==> config.mk <==
export PLATFORM = sky130hd
export DESIGN_NAME = seg_scan_mux_flat
export DESIGN_NICKNAME = d
export VERILOG_FILES = /design/src/rtl/seg_pkg.sv /design/src/rtl/seg_scan_mux_if.sv /design/src/rtl/seg_scan_mux_refresh_divider.sv /design/src/rtl/seg_scan_mux.sv /design/src/flat_wrapper.sv
export SDC_FILE = /design/constraint.sdc
export NUM_CORES = 1
export LEC_CHECK = 0
export CAP_MARGIN = 30
export CORE_MARGIN = 3
export CORE_UTILIZATION = 35
export CTS_CLUSTER_SIZE = 16
export DETAILED_ROUTE_END_ITERATION = 6
export DONT_BUFFER_PORTS = 1
export SLEW_MARGIN = 20
export SYNTH_ARGS = -nofsm -noshare
export SYNTH_HDL_FRONTEND = slang
export SYNTH_HIERARCHICAL = 1
export SYNTH_SLANG_ARGS = --single-unit
export TNS_END_PERCENT = 100
==> constraint.sdc <==
create_clock -name clk -period 4 [get_ports clk]
set_clock_uncertainty 0.1 [all_clocks]
set_input_delay 0.2 -clock clk [delete_from_list [all_inputs] [get_ports clk]]
set_output_delay 0.2 -clock clk [all_outputs]
set_load 0.1 [all_outputs]
==> src/rtl/seg_pkg.sv <==
`default_nettype none
// ============================================================================
// Module      : seg_pkg
// Description : Shared types, default sizing and the anode one-hot helper
//               for the segment scan multiplexer.
// Revision    : 1.0 - initial release
// ============================================================================
package seg_pkg;

    typedef logic [3:0] nibble_t;

    localparam int c_DEF_NUM_DIGITS  = 8;
    localparam int c_DEF_REFRESH_DIV = 100000;
    localparam int c_DEF_GUARD       = 2;
    localparam int c_MAX_DIGITS      = 64;

    // Callers slice the low NUM_DIGITS bits; NUM_DIGITS must stay below c_MAX_DIGITS.
    function automatic logic [c_MAX_DIGITS-1:0] onehot_n(input int unsigned idx);
        return ~(c_MAX_DIGITS'(1) << idx);
    endfunction

endpackage
`default_nettype wire

==> src/rtl/seg_scan_mux_if.sv <==
`default_nettype none
// ============================================================================
// Module      : seg_scan_mux_if
// Description : Valid/ready load port carrying a packed display word.
// Revision    : 1.0 - initial release
// ============================================================================
interface seg_scan_mux_if
    import seg_pkg::*;
#(
    parameter int NUM_DIGITS = c_DEF_NUM_DIGITS
);
    logic                    data_valid;
    logic [4*NUM_DIGITS-1:0] data_in;
    logic                    data_ready;

    modport master (output data_valid, output data_in, input  data_ready);
    modport slave  (input  data_valid, input  data_in, output data_ready);
endinterface
`default_nettype wire

==> src/rtl/seg_scan_mux_refresh_divider.sv <==
`default_nettype none
// ============================================================================
// Module      : refresh_divider
// Description : Dwell counter, digit index sequencing, guard window and the
//               end-of-frame pulse for the scan multiplexer.
// Revision    : 1.0 - initial release
// ============================================================================
module refresh_divider #(
    parameter int REFRESH_DIV = 100000,
    parameter int NUM_DIGITS  = 8,
    parameter int GUARD       = 2
) (
    input  wire logic                          clk,
    input  wire logic                          rst_n,
    output      logic [$clog2(NUM_DIGITS)-1:0] digit_idx,
    output      logic                          frame_tick,
    output      logic [$clog2(NUM_DIGITS)-1:0] idx_next,
    output      logic                          guard_next
);
    localparam int c_CNT_W = (REFRESH_DIV > 1) ? $clog2(REFRESH_DIV) : 1;
    localparam int c_IDX_W = $clog2(NUM_DIGITS);
    localparam logic [c_CNT_W-1:0] c_DIV_LAST = c_CNT_W'(REFRESH_DIV - 1);
    localparam logic [c_IDX_W-1:0] c_IDX_LAST = c_IDX_W'(NUM_DIGITS - 1);

    logic [c_CNT_W-1:0] r_div;
    logic [c_CNT_W-1:0] w_div_next;
    logic [c_IDX_W-1:0] r_idx;
    logic               r_frame;
    logic               w_dwell_end;
    logic               w_frame_next;

    // Next-state values are exported so the parent can register outputs that
    // line up with the counter on the same cycle.
    always_comb begin
        w_dwell_end = (r_div == c_DIV_LAST);
        w_div_next  = w_dwell_end ? '0 : r_div + c_CNT_W'(1);
        idx_next    = r_idx;
        if (w_dwell_end) begin
            idx_next = (r_idx == c_IDX_LAST) ? '0 : r_idx + c_IDX_W'(1);
        end
        w_frame_next = (w_div_next == c_DIV_LAST) && (idx_next == c_IDX_LAST);
    end

    generate
        if (GUARD > 0) begin : g_guard
            assign guard_next = (w_div_next < c_CNT_W'(GUARD));
        end else begin : g_no_guard
            assign guard_next = 1'b0;
        end
    endgenerate

    always_ff @(posedge clk or negedge rst_n) begin
        if (!rst_n) begin
            r_div   <= '0;
            r_idx   <= '0;
            r_frame <= 1'b0;
        end else begin
            r_div   <= w_div_next;
            r_idx   <= idx_next;
            r_frame <= w_frame_next;
        end
    end

    assign digit_idx  = r_idx;
    assign frame_tick = r_frame;

endmodule
`default_nettype wire

==> src/rtl/seg_scan_mux.sv <==
`default_nettype none
// ============================================================================
// Module      : seg_scan_mux
// Description : Multi-digit display scanner with frame-aligned word updates
//               feeding a 4-bit to 7-segment decoder.
// Revision    : 1.0 - initial release
// ============================================================================
module seg_scan_mux
    import seg_pkg::*;
#(
    parameter int NUM_DIGITS  = c_DEF_NUM_DIGITS,
    parameter int REFRESH_DIV = c_DEF_REFRESH_DIV,
    parameter int GUARD       = c_DEF_GUARD
) (
    input  wire logic                          clk,
    input  wire logic                          rst_n,
    seg_scan_mux_if.slave                      bus,
    input  wire logic [NUM_DIGITS-1:0]         blank_mask,
    output      nibble_t                       nibble_out,
    output      logic [NUM_DIGITS-1:0]         anode_n,
    output      logic [$clog2(NUM_DIGITS)-1:0] digit_idx,
    output      logic                          frame_tick
);
    localparam int c_WORD_W = 4 * NUM_DIGITS;
    localparam int c_IDX_W  = $clog2(NUM_DIGITS);

    logic [c_WORD_W-1:0]     r_active;
    logic [c_WORD_W-1:0]     r_pending;
    logic                    r_ready;
    nibble_t                 r_nibble;
    logic [NUM_DIGITS-1:0]   r_anode;
    logic [c_IDX_W-1:0]      w_idx_next;
    logic                    w_guard_next;
    logic                    w_commit;
    logic [c_WORD_W-1:0]     w_src;
    logic [c_MAX_DIGITS-1:0] w_sel_full;
    logic                    w_unused_sel;

    refresh_divider #(
        .REFRESH_DIV (REFRESH_DIV),
        .NUM_DIGITS  (NUM_DIGITS),
        .GUARD       (GUARD)
    ) u_div (
        .clk        (clk),
        .rst_n      (rst_n),
        .digit_idx  (digit_idx),
        .frame_tick (frame_tick),
        .idx_next   (w_idx_next),
        .guard_next (w_guard_next)
    );

    // A full pending buffer is exactly r_ready low, so commit needs no extra flag.
    assign w_commit     = frame_tick & ~r_ready;
    assign w_src        = w_commit ? r_pending : r_active;
    assign w_sel_full   = onehot_n(32'(w_idx_next));
    assign w_unused_sel = &{1'b0, w_sel_full[c_MAX_DIGITS-1:NUM_DIGITS]};

    always_ff @(posedge clk or negedge rst_n) begin
        if (!rst_n) begin
            r_active  <= '0;
            r_pending <= '0;
            r_ready   <= 1'b1;
            r_nibble  <= '0;
            r_anode   <= '1;
        end else begin
            // Accept and commit are exclusive: accept needs the buffer empty.
            if (w_commit) begin
                r_active <= r_pending;
                r_ready  <= 1'b1;
            end else if (bus.data_valid && r_ready) begin
                r_pending <= bus.data_in;
                r_ready   <= 1'b0;
            end
            r_nibble <= w_src[4*int'(w_idx_next) +: 4];
            if (w_guard_next || blank_mask[w_idx_next]) begin
                r_anode <= '1;
            end else begin
                r_anode <= w_sel_full[NUM_DIGITS-1:0];
            end
        end
    end

    assign bus.data_ready = r_ready;
    assign nibble_out     = r_nibble;
    assign anode_n        = r_anode;

endmodule
`default_nettype wire

==> src/flat_wrapper.sv <==
// flat-port wrapper written by rule: the top's interface ports become plain ports
module seg_scan_mux_flat import seg_pkg::*;
#(
    parameter int NUM_DIGITS  = c_DEF_NUM_DIGITS,
    parameter int REFRESH_DIV = c_DEF_REFRESH_DIV,
    parameter int GUARD       = c_DEF_GUARD
)
  (clk, rst_n, blank_mask, nibble_out, anode_n, digit_idx, frame_tick, bus_data_valid, bus_data_in, bus_data_ready);
  seg_scan_mux_if #(.NUM_DIGITS(NUM_DIGITS)) bus_i ();
  input  wire logic clk;
  input  wire logic rst_n;
  input  wire logic [NUM_DIGITS-1:0] blank_mask;
  output      nibble_t nibble_out;
  output      logic [NUM_DIGITS-1:0] anode_n;
  output      logic [$clog2(NUM_DIGITS)-1:0] digit_idx;
  output      logic frame_tick;
  input wire logic [$bits(bus_i.data_valid)-1:0] bus_data_valid;
  input wire logic [$bits(bus_i.data_in)-1:0] bus_data_in;
  output wire logic [$bits(bus_i.data_ready)-1:0] bus_data_ready;
  assign bus_i.data_valid = bus_data_valid;
  assign bus_i.data_in = bus_data_in;
  assign bus_data_ready = bus_i.data_ready;
  seg_scan_mux #(.NUM_DIGITS(NUM_DIGITS), .REFRESH_DIV(REFRESH_DIV), .GUARD(GUARD)) u_core (.clk(clk), .rst_n(rst_n), .bus(bus_i), .blank_mask(blank_mask), .nibble_out(nibble_out), .anode_n(anode_n), .digit_idx(digit_idx), .frame_tick(frame_tick));
endmodule
Word level (Yosys, flattened, before mapping):

Cells that the tools add are included.

* reductions and logical operators: 5
* multiplexer cells: 9
* order comparisons: 2
* add/sub/neg operators: 2
* bitwise gates (word level): 4
* shift-type cells: 2
* equality and inequality tests: 4

Operators by type and width (number)
* == test 17 bit (second input constant): 2
* 2-to-1 mux 32 bit: 1
* variable part select 32 x 6 -> 4 bit: 1
* adder 17 x 1 -> 17 bit (second input constant): 1
* < comparator 17 x 2 -> 1 bit (second input constant): 1
* 2-to-1 mux 17 bit: 1
* 2-to-1 mux 8 bit: 1
* inverter 8 bit: 1
* left shift 1 x 3 -> 8 bit (first input constant): 1
* == test 3 bit (second input constant): 2
* 2-to-1 mux 3 bit: 2
* < comparator 3 x 4 -> 1 bit (second input constant): 1
* adder 3 x 1 -> 3 bit (second input constant): 1
* binary-select mux 1 bit (select 3 bit): 1
* 2-to-1 mux 1 bit: 3
* logical AND 1 bit: 2
* inverter 1 bit: 2
* AND reduction 2 bit: 1
* nonzero test 2 bit: 1
* bitwise AND 1 bit: 1
* logical OR 1 bit: 1

* word-level logic and storage cells: 36
* input port bits: 43
* register bits: 98
* output and inout bits: 17

Depth between registers and ports, before layout:

* depth after elaboration: 7
* gate-level depth with buffers: 11
* depth with buffers taken out: 9

Cells and area by module:

The synthesis kept the hierarchy.

Modules (own cells, without submodules)
* seg_scan_mux: sequential area each 1938.1 µm², times used 1, area an instance 3040.4 µm², cells each 182
* refresh_divider: sequential area each 525.5 µm², times used 1, area an instance 1209.9 µm², cells each 125

Worst setup path after synthesis:

No wires, ideal clock.

* path kind: reg2reg
* start: reg u_core.u_div.r_idx[0] (netlist: u_core/u_div/digit_idx[0])
* end: reg u_core.r_nibble[0] (netlist: u_core/nibble_out[0])
* stages on the path, launching flop included: 8
* data required time: 3.775 ns
* path slack: 0.787 ns
* library setup time: 0.125 ns
* period minus slack after synthesis: 3.213 ns
* data arrival time: 2.988 ns
* buffers on the path: 1
* cell sequence: dfrtp_1 ha_1 ha_1 or3_1 nand2_1 clkbuf_1 mux4_2 mux2_2

* cells in the longest elaborated chain, start to end: 4
* elaborated cells between the ends (all ways): 5
* classes of those cells: add/sub (1); eq/ne (1); shift (1); mux (2)

Ends and longest elaborated chain
* start: declaration: line seg_scan_mux_refresh_divider.sv:27 `logic [c_IDX_W-1:0] r_idx;`
* start signal: assignment: line seg_scan_mux_refresh_divider.sv:59 `r_idx <= idx_next;`
* adder 3 x 1 -> 3 bit or == test 3 bit (tied branches): line seg_scan_mux_refresh_divider.sv:39 `idx_next = (r_idx == c_IDX_LAST) ? '0 : r_idx + c_IDX_W'(1);`
* 2-to-1 mux 3 bit: line seg_scan_mux_refresh_divider.sv:39
* 2-to-1 mux 3 bit *: line seg_scan_mux_refresh_divider.sv:38 `if (w_dwell_end) begin`
* named net u_core.w_idx_next[0]: line seg_scan_mux.sv:32 `logic [c_IDX_W-1:0] w_idx_next;`
* variable part select 32 x 6 -> 4 bit *: line seg_scan_mux.sv:74 `r_nibble <= w_src[4*int'(w_idx_next) +: 4];`
* end signal: assignment: line seg_scan_mux.sv:74
* end: declaration: line seg_scan_mux.sv:30 `nibble_t r_nibble;`

The timed path passes the listed nets; every way through them passes the cells marked *.
A chain may end at the register's enable or synchronous reset.

Final worst setup path:

* start: reg u_core.u_div.r_div[5]
* end: reg u_core.r_nibble[3] (netlist: u_core/nibble_out[3])

* cells in the longest elaborated chain, start to end: 3

Ends and longest elaborated chain
* start: declaration: line seg_scan_mux_refresh_divider.sv:25 `logic [c_CNT_W-1:0] r_div;`
* start signal: assignment: line seg_scan_mux_refresh_divider.sv:58 `r_div <= w_div_next;`
* == test 17 bit: line seg_scan_mux_refresh_divider.sv:35 `w_dwell_end = (r_div == c_DIV_LAST);`
* 2-to-1 mux 3 bit: line seg_scan_mux_refresh_divider.sv:38
* named net u_core.w_idx_next[0]: line seg_scan_mux.sv:32
* variable part select 32 x 6 -> 4 bit: line seg_scan_mux.sv:74

The timed path passes the listed nets, and every way through them passes these cells.

==> flow_summary.json <==
{
  "status": "finished, final reports clean",
  "synth_xor_area_frac": 0.03503,
  "switching_share": 0.2050,
  "syn-cell-area_um2": 4250,
  "clock_path_buffers": 2,
  "synth_top_family_by_area": "multiplexers",
  "placed_cell_area_um2": 4393,
  "via_per_inst": 5.078,
  "r2r_start": "u_core/u_div/r_div[5]",
  "clock_sinks": 98,
  "yosys.area_share.simple": 0.1113,
  "overflow": 0,
  "synth_area_per_cell_um2": 13.84,
  "dp_hpwl_um": 5706,
  "insertion_delay_ns": 0.34,
  "clock.fmax_mhz": 307.9,
  "min_delay_path_depth": 2,
  "ys_types": 45,
  "synth_seq_area_share": 0.5796,
  "hold_end": "u_core/bus.data_ready",
  "drcViolationCount": 0,
  "die_y_um": 116.2,
  "layout_common_cells": "dfrtp_1, mux2_2, dlygate4sd3_1",
  "arrival_ns": 3.37,
  "syn_nets": 353,
  "critPathLaunch": "u_core/u_div/r_div[5]",
  "final_area_um2": 5157,
  "async_flop_share": 1.000,
  "rsz0062_at_grt": "no",
  "critPathLaunchType": "flip-flop",
  "synthAdderAreaFrac": 0.008831,
  "cp-end-kind": "flip-flop",
  "clkTransAtPathRegs_ns": 0.07,
  "r2r_slack_ns": 0.75,
  "area_growth_pct": 21.34,
  "path_class": "reg2reg",
  "vias": 2544,
  "slew_headroom": 0.3911,
  "grt_pass1_wl_um": 13620,
  "yosys.area.top_type_share": 0.5240,
  "drive_gt1_frac": 0.3081,
  "fin_crit_ns": 3.248,
  "numCtsBuffers": 9,
  "synth_flop_cell": "dfrtp_1",
  "required_ns": 4.13,
  "yosysWarnings": 6,
  "cts_hold_buf": 42,
  "fin_crit_sh": 0.8120,
  "grt_max_degree": 99,
  "maxCapViolations": 0,
  "drt_iter0_drc": 179,
  "pwr-share-seq": 0.502,
  "comb_power_share": 0.028,
  "power_density_nw_per_um2": 384.4,
  "ys_ff_latch": 98,
  "holdWs_ns": 0.04979,
  "hold_start": "bus_data_valid",
  "htree_levels": 3,
  "final_nets": 398,
  "fp.dieArea_um2": 13500,
  "switchingPower_uw": 406.5,
  "antenna_found_initial": 1,
  "leakage_nw": 2.456,
  "wirelength_um": 8310,
  "cts_resized": 0,
  "peakVddDrop_mv": 0.2038,
  "pwr-share-clk": 0.470,
  "post_cts_buffers": 0,
  "final_common_cell": "dfrtp_1",
  "tightest_slew_ns": 0.9139,
  "synth_area_leaders": "dfrtp_1, mux2_2, dfstp_2, mux4_2, xnor2_1",
  "hold_class": "in2reg",
  "rows": 39,
  "synthMuxAreaShare": 0.2225,
  "dr.pass1.iters": 4,
  "reg2reg_to": "u_core/nibble_out[3]",
  "port_buffers": 0,
  "synth_cells": 307,
  "worstPathMaxFanout": 14,
  "core_um2": 11660,
  "dieWidth_um": 116.2,
  "report.final.slew_viol_count": 0,
  "ant_nets": 0,
  "reg2reg_depth": 7,
  "ctsRootBufferMaster": "clkbuf_16",
  "grt_pass1_vias": 2671,
  "ios": 60,
  "power.internal_mw": 1.576,
  "fin_tns_setup_ns": 0,
  "hold_viol": 0,
  "synth_compound_area_frac": 0.02002,
  "wl_per_cell_um": 16.59,
  "yosysTopAreaCell": "dfrtp_1",
  "cts_tree": "built",
  "place.gp.congestion": 0.8621,
  "start_util": 0.3644,
  "synth-edff-count": 0,
  "setup_viol_count_final": 0,
  "grt_use_total": 0.1311
}
[state kept, by name (all words and copies together), names as in the netlist]
signal                   cells
u_core/r_active             32
u_core/r_pending            32
u_core/u_div/r_div          17
u_core/anode_n               8
u_core/nibble_out            4
u_core/u_div/digit_idx       3
u_core/bus.data_ready        1
u_core/u_div/frame_tick      1
[layout make-up]
| cell class | count | area [um2] |
|---|---|---|
| fill | 1033 | 6505 |
| sequential | 98 | 2464 |
| multi-input combinational | 191 | 1690 |
| timing repair buffer | 48 | 483.0 |
| clock buffer | 9 | 225.2 |
| tap | 143 | 178.9 |
| clock inverter | 7 | 98.84 |
| inverter | 4 | 15.01 |
| antenna | 1 | 2.502 |
[how the worst max path moves through the flow]
| stage | to | slack (ns) | depth (start not counted) |
|---|---|---|---|
| final | u_core/nibble_out[3] | 0.75 | 7 |
| after global routing | u_core/nibble_out[0] | 0.54 | 7 |
| after CTS | u_core/nibble_out[3] | 0.75 | 7 |
| after detailed placement | u_core/nibble_out[1] | 0.75 | 7 |
| after global placement | u_core/nibble_out[0] | 0.84 | 7 |
| after floorplan | u_core/nibble_out[0] | 0.79 | 7 |
[power groups by stage]
stage | Clock [mW] | Combinational [mW] | Sequential, mW
2_1_floorplan | 0 | 0.000816 | 1.01
3_3_place_gp | 0 | 0.000916 | 1.01
3_5_place_dp | 0 | 0.000897 | 1.01
4_1_cts | 0.960 | 0.0566 | 0.996
5_1_grt | 1.00 | 0.0613 | 0.995
6_report | 0.932 | 0.0546 | 0.996
[per-layer routing]
layer,part of all wire,track usage,vias up
li1,-,-,1195
met1,0.48,0.1863,1274
met2,0.43,0.1857,66
met3,0.070,0.04041,9
met4,0.016,0.05568,0
met5,0,0,-
[synth_stat cells, types with 2 or more instances]
library cell and instances:
nor4_1 5, mux2_2 64, xor2_1 7, nand4_1 9
and3_1 2, buf_6 3, xnor2_1 10, and2_1 2
nand3_1 5, and4_1 2, inv_1 3, buf_1 3
nand4_2 2, dfrtp_1 89, nor3_1 2, ha_1 3
dfstp_2 9, o21ai_0 3, nand2_1 22, nand2b_1 3
nor2_1 14, mux4_2 8, or4_1 2, buf_2 4
or3_1 6, clkbuf_1 3, mux2_1 4
[kinds of logic after synthesis]
kind of cell	after synthesis
buffers and inverters	18
xor gates and xnor gates	17
adders and majority gates	3
DFF	98
muxes	76
AOI/OAI and AO/OA	12
and+or+nand+nor	83
[critical path, cell delays in order (launching register included)]
cell     delay (ns)
dfrtp_1        0.46
nor4b_1        0.30
and3_1         0.24
nand4_1        0.26
or3_1          0.39
nand2_1        0.50
mux4_2         0.58
mux2_2         0.28
[metrics by stage]
step                  util  total power, mW  worst slack [ns]  cells
floorplan                -            1.016            0.7869    307
global placement    0.3767            1.016            0.8442    442
detailed placement  0.3767            1.016            0.7468    442
CTS                 0.4420            2.012            0.7454    500
global route        0.4422            2.059            0.5438    501
finish              0.4422            1.983            0.7521    501
No activity file was read; power rests on OpenSTA's default activity.
